--- config.mk ---
export PLATFORM = sky130hd
export DESIGN_NAME = pwm_breathe_ctrl
export DESIGN_NICKNAME = d
export VERILOG_FILES = /design/src/rtl/pwm_pkg.sv /design/src/rtl/pwm_event_counter.sv /design/src/rtl/pwm_breathe_ctrl.sv
export SDC_FILE = /design/constraint.sdc
export NUM_CORES = 1
export LEC_CHECK = 0
export ABC_CLOCK_PERIOD_IN_PS = 10700
export BUFFER_PORTS_ARGS = -buffer_cell sky130_fd_sc_hd__clkbuf_2
export CORE_ASPECT_RATIO = 1.75
export CORE_MARGIN = 2
export CORE_UTILIZATION = 35
export DETAILED_ROUTE_END_ITERATION = 10
export HOLD_SLACK_MARGIN = 0.06
export PLACE_DENSITY = 0.53
export SLEW_MARGIN = 10
export SYNTH_ARGS = -nofsm -noshare
export SYNTH_HDL_FRONTEND = slang
export SYNTH_SLANG_ARGS = --single-unit
--- constraint.sdc ---
create_clock -name i_clk -period 10.7 [get_ports i_clk]
set_input_delay 1.07 -clock i_clk [delete_from_list [all_inputs] [get_ports i_clk]]
set_output_delay 1.07 -clock i_clk [all_outputs]
set_load 0.05 [all_outputs]
--- src/rtl/pwm_pkg.sv ---
// Shared definitions for the breathing-PWM controller: phase encoding,
// default period width and the full-duty compare helper.
package pwm_pkg;

  localparam int DEFAULT_TOP_WIDTH = 8;

  localparam logic [2:0] ST_IDLE      = 3'd0;
  localparam logic [2:0] ST_LOAD      = 3'd1;
  localparam logic [2:0] ST_RAMP_UP   = 3'd2;
  localparam logic [2:0] ST_HOLD_HIGH = 3'd3;
  localparam logic [2:0] ST_RAMP_DOWN = 3'd4;
  localparam logic [2:0] ST_HOLD_LOW  = 3'd5;

  // A compare of top+1 keeps the output high for the whole period.
  function automatic logic [31:0] max_compare(input logic [31:0] top);
    return top + 32'd1;
  endfunction

endpackage

--- src/rtl/pwm_event_counter.sv ---
// Counts qualified pulses and flags the pulse that reaches the terminal
// count, wrapping back to zero on that same pulse.
module pwm_event_counter #(
  parameter int WIDTH    = 8,
  parameter int TERMINAL = 4
) (
  input  logic clk,
  input  logic rst,
  input  logic clear,
  input  logic pulse,
  output logic done
);

  localparam logic [WIDTH-1:0] LAST = WIDTH'(TERMINAL - 1);

  logic [WIDTH-1:0] count;

  assign done = pulse && (count == LAST);

  // Advance on each qualified pulse, restarting after the terminal one.
  always_ff @(posedge clk) begin
    if (rst || clear) begin
      count <= '0;
    end else if (pulse) begin
      count <= done ? '0 : count + WIDTH'(1);
    end
  end

endmodule

--- src/rtl/pwm_breathe_ctrl.sv ---
// Breathing-fade controller for the pwm block: loads the period once per
// run, then ramps the compare value up, holds, ramps down, holds, repeat.
// Compare changes only land on pwm cycle boundaries.
module pwm_breathe_ctrl
  import pwm_pkg::*;
#(
  parameter int TOP_WIDTH   = DEFAULT_TOP_WIDTH,
  parameter int DIVIDE      = 4,
  parameter int HOLD_CYCLES = 64
) (
  input  logic                 i_clk,
  input  logic                 i_rst,
  input  logic                 i_enable,
  input  logic [TOP_WIDTH-1:0] i_top,
  input  logic [TOP_WIDTH-1:0] i_step,
  input  logic                 i_cycle_end,
  output logic [TOP_WIDTH-1:0] o_top,
  output logic                 o_top_valid,
  output logic [TOP_WIDTH:0]   o_compare,
  output logic                 o_compare_valid,
  output logic [2:0]           o_phase
);

  localparam int CW = TOP_WIDTH + 1;
  localparam int AW = TOP_WIDTH + 2;

  logic [2:0]    state;
  logic [AW-1:0] max_ext;
  logic [AW-1:0] step_ext;
  logic [AW-1:0] cmp_ext;
  logic [AW-1:0] up_sum;
  logic [AW-1:0] next_up;
  logic [AW-1:0] next_down;
  logic          in_ramp;
  logic          in_hold;
  logic          running;
  logic          disable_now;
  logic          div_done;
  logic          hold_done;

  assign o_phase = state;

  // Compare arithmetic carries an extra bit so up-steps cannot wrap
  // before the saturation check.
  assign max_ext   = AW'(max_compare(32'(o_top)));
  assign step_ext  = (i_step == '0) ? AW'(1) : AW'(i_step);
  assign cmp_ext   = AW'(o_compare);
  assign up_sum    = cmp_ext + step_ext;
  assign next_up   = (up_sum >= max_ext) ? max_ext : up_sum;
  assign next_down = (cmp_ext <= step_ext) ? '0 : cmp_ext - step_ext;

  assign in_ramp     = (state == ST_RAMP_UP) || (state == ST_RAMP_DOWN);
  assign in_hold     = (state == ST_HOLD_HIGH) || (state == ST_HOLD_LOW);
  assign running     = (state != ST_IDLE) && (state != ST_LOAD);
  assign disable_now = running && i_cycle_end && !i_enable;

  pwm_event_counter #(
    .WIDTH    (8),
    .TERMINAL (DIVIDE)
  ) u_divide_counter (
    .clk   (i_clk),
    .rst   (i_rst),
    .clear (state == ST_LOAD),
    .pulse (in_ramp && i_cycle_end && i_enable),
    .done  (div_done)
  );

  pwm_event_counter #(
    .WIDTH    (16),
    .TERMINAL (HOLD_CYCLES)
  ) u_hold_counter (
    .clk   (i_clk),
    .rst   (i_rst),
    .clear (state == ST_LOAD),
    .pulse (in_hold && i_cycle_end && i_enable),
    .done  (hold_done)
  );

  // Phase sequencing and compare updates; a pending disable beats any step
  // that falls on the same cycle boundary.
  always_ff @(posedge i_clk) begin
    if (i_rst) begin
      state           <= ST_IDLE;
      o_top           <= '0;
      o_top_valid     <= 1'b0;
      o_compare       <= '0;
      o_compare_valid <= 1'b0;
    end else begin
      o_top_valid     <= 1'b0;
      o_compare_valid <= 1'b0;
      case (state)
        ST_IDLE: begin
          o_compare <= '0;
          if (i_enable) begin
            o_top           <= i_top;
            o_top_valid     <= 1'b1;
            o_compare_valid <= 1'b1;
            state           <= ST_LOAD;
          end
        end
        ST_LOAD: begin
          state <= ST_RAMP_UP;
        end
        default: begin
          if (disable_now) begin
            o_compare       <= '0;
            o_compare_valid <= 1'b1;
            state           <= ST_IDLE;
          end else begin
            case (state)
              ST_RAMP_UP: begin
                if (div_done) begin
                  o_compare       <= CW'(next_up);
                  o_compare_valid <= 1'b1;
                  if (next_up == max_ext) state <= ST_HOLD_HIGH;
                end
              end
              ST_HOLD_HIGH: begin
                if (hold_done) state <= ST_RAMP_DOWN;
              end
              ST_RAMP_DOWN: begin
                if (div_done) begin
                  o_compare       <= CW'(next_down);
                  o_compare_valid <= 1'b1;
                  if (next_down == '0) state <= ST_HOLD_LOW;
                end
              end
              ST_HOLD_LOW: begin
                if (hold_done) state <= ST_RAMP_UP;
              end
              default: begin
                state <= ST_IDLE;
              end
            endcase
          end
        end
      endcase
    end
  end

endmodule

==> results.toml, run 1 <==
[synth]
synth_common_cells = "48 x a21oi_1, 46 x dfxtp_1, 43 x nor2_1"
synth_top_area_cell = "dfxtp_1"
yosys_warnings = 0
yosysMostFrequentCell = "a21oi_1"
synth_edf_count = 0
syn_area_um2 = 3580
netlist.area_leader.share_pct = 25.7
synth_cell_types = 68
synth_seq_cells = 46
ys.flop_type = "dfxtp_1"
seq_area_frac_synth_pct = 25.7
synth.avg_cell_area_um2 = 7.80
syn_inst = 459
synth_area_leaders = "dfxtp_1 26%, ha_1 10%, a21oi_1 6.7%"
syn-num-nets = 510
synth_async_sr_flop_share_pct = 0

[clock_tree]
clk_latency_ns = 0.29
cts_tree = "done"
postCtsSetupBuffers = 0
root_buffer = "clkbuf_16"
clk_pin_slew_ns = 0.07
ctsHtreeMaxLevel = 2
cts_buffers = 5
cts_resized = 0
clk_path_buf_depth = 2
clkSinkCount = 46
cts_hold_buffers = 0

[die]
ios = 42
start_util_pct = 36.1
core_um2 = 9910
die_x_um = 80.5
die_area_um2 = 11100
rows = 48
fp.dieH_um = 138

[critical_path]
cp_cell_sequence = "clkbuf_2, nor4_1, a41o_1, ha_1, fa_1, or2b_2, a21oi_1, xnor2_1, ha_1, and4_1, a221oi_1, o221ai_1, nor2_1, a21oi_1, a31oi_1"
crit_required_ns = 10.91
startpoint_type = "input port"
slowest_stage = "a221oi_1"
max_stage_delay_ns = 0.50
worstSetupPathType = "input port to flop"
crit_path_max_fanout = 8
critPathArrivalTime_ns = 5.06
endpoint_kind = "flop"

[global_routing]
grt_use_total_pct = 18.0
antenna_found_initial = 0
overflow = 0
grt_pass1_wl_um = 15500
grt_pass1_vias = 3220
grt_max_degree = 24

[sta]
finalSetupViolCount = 0
fmax_ghz = 0.206
skew_ns = 0.0102
finalCritPeriodShare_pct = 45.3
hold_viol = 0
fin_crit_ns = 4.85
whs_ns = 0.497
slew_violations = 0
worst_slew_pin_slew_ns = 0.773
slew_headroom_pct = 48.0
rsz0062_at_grt = "no"
setup_tns_ns = 0

[worst_hold_path]
hold_class = "flop to flop"

[final_layout]
nNetsFinal = 538
drive_gt1_share_pct = 13.3
seq_area_um2 = 921
multi_input_area_um2 = 2470
syn_to_final_growth_pct = 11.6
antennaDiodeCount = 0
n_fill_cell = 1024

[routing]
drt_wl_total_um = 9590
viasPerCell = 5.45
drc_errors = 0
wire_per_inst_um = 15.6
ant_nets = 0
drt-initial-drc-count = 273
via_count = 3341
dr.pass1.iters = 4

[placed_design]
portBuffers = 41
dp_hpwl_um = 7570
gp_congestion = 0.845

[pwr]
cellPowerDensity_nw_per_um2 = 105
irDropWorstVdd_uv = 86.8
power_uw = 421
p_leak_nw = 1.61

[status]
status = "finished clean"

[flow_run]
maxCapViolCount = 0
-- report_power, final --
part	switching [mW]	internal, mW	leakage, nW	total (mW)
logic	0.0550	0.0294	1.17	0.0844
registers	0.00728	0.175	0.372	0.182
clock network	0.0675	0.0865	0.0698	0.154
total	0.130	0.291	1.61	0.421
-- worst paths after layout --
path | from | endpoint | slack [ns] | cells after the start
max | i_step[4] | o_compare[1] | 5.85 | 15
min | u_hold_counter.count[1] | u_hold_counter.count[1] | 0.50 | 2
max reg2reg | o_compare[3] | o_compare[1] | 6.76 | 12
min reg2reg | u_hold_counter.count[1] | u_hold_counter.count[1] | 0.50 | 2
-- routing by layer --
layer / vias up / routed length, um / track usage (%)
met1: 1543 / 3910 / 21.1
met4: 0 / 365 / 8.00
met5: - / 0 / 0
met2: 77 / 4950 / 31.8
met3: 20 / 358 / 2.75
li1: 1701 / - / -
-- cell families (layout without fill, tap and decap cells) --
kind of cell / count (synthesis) / count (layout) / synth area share (%)
fa+ha+maj: 32 / 32 / 11.5
flops: 46 / 46 / 25.7
compound gates: 115 / 115 / 20.3
simple gates: 177 / 177 / 25.7
buf+inv: 46 / 75 / 5.41
mux: 1 / 1 / 0.279
xor+xnor: 42 / 42 / 11.1
-- per-stage QoR --
stage	instances	setup WS (ns)	util, %	area, um^2
floorplan	459	6.42	-	3580
global placement	605	5.74	38.9	3850
detailed placement	605	5.67	38.9	3850
CTS	613	5.96	40.3	4000
global route	613	5.54	40.3	4000
finish	613	5.85	40.3	4000
-- flip-flops by register name (all words and copies together), names as in the netlist --
| register | flops |
|---|---|
| o_top_valid | 1 |
| o_compare_valid | 1 |
| u_divide_counter.count | 8 |
| o_compare | 9 |
| o_top | 8 |
| u_hold_counter.count | 16 |
| o_phase | 3 |
-- worst max-delay path, delay by kind of cell --
kind | cells | cell delay, ns
xor+xnor | 1 | 0.23
buf+inv | 1 | 0.10
simple gates | 4 | 1.40
fa+ha+maj | 3 | 0.72
compound gates | 6 | 1.55
-- cell type report --
cell class	count	area share, %
Clock buffer	5	3.13
Tap cell	125	3.91
Sequential cell	46	23.0
Multi-Input combinational cell	367	61.7
Clock inverter	3	0.532
Inverter	25	2.35
Timing Repair Buffer	42	5.32
-- layout by cell type (no fill, tap or decap), drive strengths merged, types with 3 or more instances in the layout --
| master | instances |
|---|---|
| nand2 | 36 |
| xor2 | 20 |
| a22oi | 5 |
| or2 | 5 |
| nand3b | 3 |
| ha | 29 |
| a21o | 5 |
| a211oi | 3 |
| a41o | 3 |
| nor3 | 10 |
| dfxtp | 46 |
| clkbuf | 46 |
| nor2 | 43 |
| xnor2 | 20 |
| or3 | 8 |
| a21oi | 48 |
| and4 | 3 |
| o21ai | 21 |
| nor2b | 4 |
| and3 | 5 |
| or4 | 4 |
| nand2b | 10 |
| inv | 25 |
| nor4 | 6 |
| nand3 | 17 |
| a31oi | 4 |
| nor3b | 3 |
| a311oi | 3 |
| nand4 | 13 |
(Power assumes the default switching activity.)
==> inputs of run 2 (changes only) <==
--- a/config.mk
+++ b/config.mk
@@ -5,14 +5,15 @@
 export SDC_FILE = /design/constraint.sdc
 export NUM_CORES = 1
 export LEC_CHECK = 0
-export ABC_CLOCK_PERIOD_IN_PS = 10700
+export ABC_AREA = 1
+export ABC_CLOCK_PERIOD_IN_PS = 4100
 export BUFFER_PORTS_ARGS = -buffer_cell sky130_fd_sc_hd__clkbuf_2
 export CORE_ASPECT_RATIO = 1.75
 export CORE_MARGIN = 2
 export CORE_UTILIZATION = 35
 export DETAILED_ROUTE_END_ITERATION = 10
 export HOLD_SLACK_MARGIN = 0.06
-export PLACE_DENSITY = 0.53
+export PLACE_DENSITY = 0.55
 export SLEW_MARGIN = 10
 export SYNTH_ARGS = -nofsm -noshare
 export SYNTH_HDL_FRONTEND = slang
==> constraint.sdc (replaced) <==
create_clock -name i_clk -period 4.1 [get_ports i_clk]
set_input_delay 0.41 -clock i_clk [delete_from_list [all_inputs] [get_ports i_clk]]
set_output_delay 0.41 -clock i_clk [all_outputs]
set_load 0.05 [all_outputs]
==> results.toml, run 2 <==
[sta]
fin_crit_ns = 3.70
slew_headroom_pct = 55.0
hold_viol = 0
rsz0062_at_grt = "no"
fmax_ghz = 0.270
worst_slew_pin_slew_ns = 0.671
finalSetupViolCount = 0
slew_violations = 0
finalCritPeriodShare_pct = 90.2
skew_ns = 0.00647
setup_tns_ns = 0

[clock_tree]
postCtsSetupBuffers = 0
clkSinkCount = 46
cts_buffers = 5
clk_pin_slew_ns = 0.07
root_buffer = "clkbuf_16"
clk_path_buf_depth = 2
clk_latency_ns = 0.29
cts_tree = "done"
ctsHtreeMaxLevel = 2

[final_layout]
antennaDiodeCount = 0
top_register = "u_hold_counter.count"
syn_to_final_growth_pct = 14.0
drive_gt1_share_pct = 11.7
largest_reg_flops = 16
n_fill_cell = 1166
top_regs = "u_hold_counter.count: 16 flops, o_compare: 9 flops"
fin_area_um2 = 4330
final_cell_mix = "143 x nand2_1, 99 x inv_1, 54 x nand3_1"
final_common_cell = "nand2_1"
nNetsFinal = 685

[critical_path]
worstReg2RegEnd = "o_phase[0]"
crit_required_ns = 4.29
crit_path_end = "o_phase[0]"
critPathArrivalTime_ns = 3.89
worstSetupPathType = "input port to flop"
endpoint_kind = "flop"
crit_start = "i_step[1]"
rrSetupSlack_ns = 0.52
r2r_start = "o_compare[4]"
crit_path_max_fanout = 15
reg2reg_depth = 23
startpoint_type = "input port"

[routing]
dr.pass1.iters = 4
viasPerCell = 5.13
ant_nets = 0
drt-initial-drc-count = 147
via_count = 3926
drt_wl_total_um = 10800
drc_errors = 0
wire_per_inst_um = 14.1

[die]
die_area_um2 = 11700
start_util_pct = 35.7
die_x_um = 82.7
rows = 50
fp.dieH_um = 142
core_um2 = 10600
ios = 42

[synth]
synth_edf_count = 0
synth_top_area_cell = "dfxtp_1"
seq_area_frac_synth_pct = 24.3
synth_seq_cells = 46
yosysMostFrequentCell = "nand2_1"
syn_inst = 596
synth_async_sr_flop_share_pct = 0
synth_common_cells = "143 x nand2_1, 99 x inv_1, 54 x nand3_1"
synth.avg_cell_area_um2 = 6.37
netlist.area_leader.share_pct = 24.3
yosys_warnings = 0
synth_cell_types = 42
syn_area_um2 = 3790
syn-num-nets = 647
synth_area_leaders = "dfxtp_1 24%, nand2_1 14%, inv_1 9.8%"
ys.flop_type = "dfxtp_1"

[global_routing]
use_met1_pct = 19.5
grt_max_degree = 18
grt_use_total_pct = 19.3
grt_pass1_wl_um = 17500
grt_busiest_layer = "met2"
antenna_found_initial = 0
grt_use_met2_pct = 37.0
grt_pass1_vias = 3857
overflow = 0
met3_usage_pct = 2.04

[placed_design]
dp_hpwl_um = 8920
place_area_um2 = 4120
gp_congestion = 0.868
portBuffers = 41

[pwr]
irDropWorstVdd_uv = 462
p_leak_nw = 2.11
cellPowerDensity_nw_per_um2 = 424

[flow_run]
maxCapViolCount = 0

[worst_hold_path]
hold_class = "input port to flop"
hold_depth = 3

[status]
status = "finished clean"
-- run 2: cell count changes in the layout (fill, tap and decap cells not counted), moves of 12 or more --
cell and change:
xnor2_1 -19, nand4_1 +12, xor2_1 -12, nand2_1 +107
nand3_1 +37, inv_1 +74
-- run 2: worst min path at each step --
stage	slack (ns)	endpoint	from
global route	0.38	o_top[1]	i_top[1]
finish	0.38	o_top[1]	i_top[1]
global placement	0.47	u_hold_counter.count[15]	u_hold_counter.count[15]
detailed placement	0.47	u_hold_counter.count[15]	u_hold_counter.count[15]
floorplan	0.42	u_hold_counter.count[15]	u_hold_counter.count[15]
CTS	0.37	o_top[1]	i_top[1]
-- run 2: metrics by stage --
| step | hold slack [ns] | util [%] | setup WS (ns) | total power [mW] | std cells |
|---|---|---|---|---|---|
| final | 0.377 | 40.7 | 0.401 | 1.83 | 765 |
| after global routing | 0.379 | 40.7 | 0.0232 | 1.96 | 765 |
| after CTS | 0.374 | 40.3 | 0.274 | 1.84 | 765 |
| after detailed placement | 0.474 | 38.7 | -0.0450 | 1.36 | 757 |
| after global placement | 0.470 | 38.7 | 0.0464 | 1.34 | 757 |
| after floorplan | 0.422 | - | 0.602 | 1.15 | 596 |
-- run 2: report_power, final --
part	switching [mW]	total, mW	internal, mW
logic	0.575	0.815	0.240
registers	0.0494	0.536	0.487
clock network	0.190	0.482	0.292
-- run 2: cell families (layout without fill, tap and decap cells) --
kind of cell / count (synthesis) / in the layout / synth area share (%)
AOI/OAI and AO/OA: 91 / 91 / 14.2
and+or+nand+nor: 305 / 305 / 36.9
xor gates and xnor gates: 10 / 10 / 2.31
DFF: 46 / 46 / 24.3
adders and majority gates: 31 / 31 / 10.6
buffers and inverters: 113 / 152 / 11.7
-- run 2: routing by layer --
layer | vias up | routed length [um]
li1 | 2034 | -
met1 | 1793 | 4130
met2 | 76 | 5980
met3 | 23 | 273
met4 | 0 | 432
met5 | - | 0
-- run 2: worst max-delay path: stages --
cell and delay (ns):
clkbuf_2 0.15, nor4_4 0.29, a41o_1 0.27, ha_2 0.24, fa_2 0.22, nand3_1 0.11, nand3_1 0.10, nand2_1 0.05
nand2_1 0.14, inv_1 0.08, ha_1 0.29, nand2_1 0.09, nor2_1 0.05, a21boi_0 0.18, nand2_1 0.07, nand2_1 0.08
buf_4 0.18, nand2_8 0.09, inv_1 0.10, nand2_1 0.08, o21ai_0 0.15, inv_1 0.05, nand3_1 0.07, nand2_1 0.10
a21oi_1 0.16, nor2_1 0.06
-- run 2: what timing repair did --
item,in CTS,in global routing
endpoints found under the setup margin,0,3
gates resized for setup,0,6
hold buffers,0,0
-- run 2: area by class of cell --
class	instances	area (um^2)	share of cell area (%)
tap	130	163	3.76
clock buffer	5	125	2.89
clock inverter	3	48.8	1.13
timing repair buffer	44	228	5.26
inverter	100	375	8.68
sequential	46	921	21.3
multi-input combinational	437	2470	57.0
==> inputs of run 3 (changes only) <==
--- a/config.mk
+++ b/config.mk
@@ -17,4 +17,5 @@
 export SLEW_MARGIN = 10
 export SYNTH_ARGS = -nofsm -noshare
 export SYNTH_HDL_FRONTEND = slang
+export SYNTH_HIERARCHICAL = 1
 export SYNTH_SLANG_ARGS = --single-unit
==> results.toml, run 3 <==
[synth]
synth_async_sr_flop_share_pct = 0
synthMuxAreaShare_pct = 0
synth-compound-area-share_pct = 12.3
synth_common_cells = "159 x nand2_1, 93 x inv_1, 66 x nor2_1"
yosysMostFrequentCell = "nand2_1"
synth_adder_area_share_pct = 9.98
synth_area_leaders = "dfxtp_1 23%, nand2_1 15%, ha_1 9.0%"
netlist.area_leader.share_pct = 22.8
synth-xor-area-share_pct = 3.47
syn_area_um2 = 4040
seq_area_frac_synth_pct = 22.8
synth_top_area_cell = "dfxtp_1"
synth-simple-area-share_pct = 40.7
synth_edf_count = 0
synth.avg_cell_area_um2 = 6.33
synth_top_family_by_area = "simple AND/OR/NAND/NOR gates"
ys.flop_type = "dfxtp_1"
yosys_warnings = 6
synth_cell_types = 47
syn-num-nets = 689
syn_inst = 638
synth_seq_cells = 46

[global_routing]
grt_use_total_pct = 19.0
overflow = 0
grt_pass1_wl_um = 19200
grt_pass1_vias = 4237
antenna_found_initial = 0
grt_max_degree = 18

[final_layout]
drive_gt1_share_pct = 16.0
n_fill_cell = 1207
nNetsFinal = 742
largest_reg_flops = 16
final_common_cell = "nand2_1"
final_cell_mix = "158 x nand2_1, 93 x inv_1, 66 x nor2_1"
top_register = "u_hold_counter/count"
fin_cells = 824
top_regs = "u_hold_counter/count: 16 flops, o_compare: 9 flops"
syn_to_final_growth_pct = 15.2
fin_area_um2 = 4650
antennaDiodeCount = 0

[clock_tree]
cts_hold_buffers = 0
root_buffer = "clkbuf_16"
clk_path_buf_depth = 2
clk_latency_ns = 0.29
clkSinkCount = 46
clk_pin_slew_ns = 0.06
cts_buffers = 5
ctsHtreeMaxLevel = 2
cts_tree = "done"

[critical_path]
cpMostUsedCell = "nand2_1"
worst-path-stages = 26
rrSetupSlack_ns = 0.51
worstReg2RegEnd = "o_phase[2]"
slowest_stage = "nor4_2"
crit_required_ns = 4.28
critPathArrivalTime_ns = 3.90
endpoint_kind = "flop"
reg2reg_depth = 22
critPathTopFamily = "simple AND/OR/NAND/NOR gates"
max_stage_delay_ns = 0.30
critical_path_buf_inv_count = 5
r2r_start = "o_compare[4]"
worstSetupPathType = "input port to flop"
startpoint_type = "input port"
crit_path_max_fanout = 12

[die]
die_area_um2 = 12400
core_um2 = 11200
die_x_um = 85.2
fp.dieH_um = 146
rows = 51
start_util_pct = 36.2
ios = 42

[flow_run]
maxCapViolCount = 0

[sta]
finalSetupViolCount = 0
skew_ns = 0.00698
slew_headroom_pct = 50.2
finalCritPeriodShare_pct = 90.6
fmax_ghz = 0.269
worst_slew_pin_slew_ns = 0.741
slew_violations = 0
fin_crit_ns = 3.72
hold_viol = 0

[routing]
drt_wl_total_um = 11600
wire_per_inst_um = 14.0
viasPerCell = 5.12
via_count = 4220
drt-initial-drc-count = 255
drc_errors = 0
ant_nets = 0
dr.pass1.iters = 5

[status]
status = "finished clean"

[placed_design]
dp_hpwl_um = 9680
portBuffers = 41
dp.cells = 811
place_area_um2 = 4440
gp_congestion = 0.906

[worst_hold_path]
hold_class = "input port to flop"
worst_hold_path.endpoint = "o_top[1]"
hold_depth = 3
min_from = "i_top[1]"

[pwr]
cellPowerDensity_nw_per_um2 = 772
irDropWorstVdd_uv = 357
p_leak_nw = 2.26
[run 3: through the flow]
step	power (mW)	util [%]	setup TNS, ns	setup WS [ns]	hold slack [ns]
finish	3.59	41.7	0	0.384	0.403
global route	3.92	41.7	-0.000540	-0.000540	0.397
CTS	3.45	41.2	0	0.139	0.397
detailed placement	3.00	39.7	-0.435	-0.162	0.485
global placement	2.98	39.7	0	0.00679	0.482
floorplan	2.38	-	0	0.596	0.458
[run 3: worst min-delay path, stage by stage]
cell and delay, ns:
clkbuf_2 0.10, nand3_1 0.08, a21oi_1 0.06
[run 3: cell families after synthesis]
family,Yosys count
AND/OR/NAND/NOR,353
buffers and inverters,111
AO/OA/AOI/OAI,81
flip-flops,46
adder cells (fa/ha/maj),31
XOR/XNOR,16
[run 3: report_power, final]
| part | switching (mW) | internal [mW] | total [mW] | leakage [nW] |
|---|---|---|---|---|
| logic | 1.66 | 0.878 | 2.53 | 1.81 |
| registers | 0.103 | 0.520 | 0.624 | 0.374 |
| clock network | 0.172 | 0.260 | 0.433 | 0.0801 |
| total | 1.93 | 1.66 | 3.59 | 2.26 |
[run 3: per-layer routing]
layer,track usage (%),share of wire [%],vias up
met4,11.7,5.8,0
met1,18.7,37,1902
met5,0,0,-
met2,36.5,55,108
met3,1.98,2.4,40
li1,-,-,2170
[run 3: repair_timing]
item | in CTS | in global routing
buffers inserted | 0 | 5
resized for setup | 0 | 3
setup endpoints to repair | 0 | 3
[run 3: worst max path at each step]
stage	start	end	slack, ns
5_1_grt	i_step[1]	o_phase[2]	-0.0005
3_3_place_gp	i_step[1]	o_phase[2]	0.007
3_5_place_dp	i_step[1]	o_phase[2]	-0.16
4_1_cts	i_step[1]	o_phase[2]	0.14
6_report	i_step[1]	o_phase[2]	0.38
2_1_floorplan	i_step[6]	o_phase[0]	0.60
[run 3: cell type report]
| type | count | area [um^2] | area share, % |
|---|---|---|---|
| multi-input combinational | 481 | 2700 | 58.0 |
| inverter | 99 | 373 | 8.02 |
| clock inverter | 1 | 8.76 | 0.188 |
| tap | 132 | 165 | 3.55 |
| timing repair buffer | 58 | 333 | 7.15 |
| sequential | 46 | 921 | 19.8 |
| clock buffer | 7 | 153 | 3.28 |
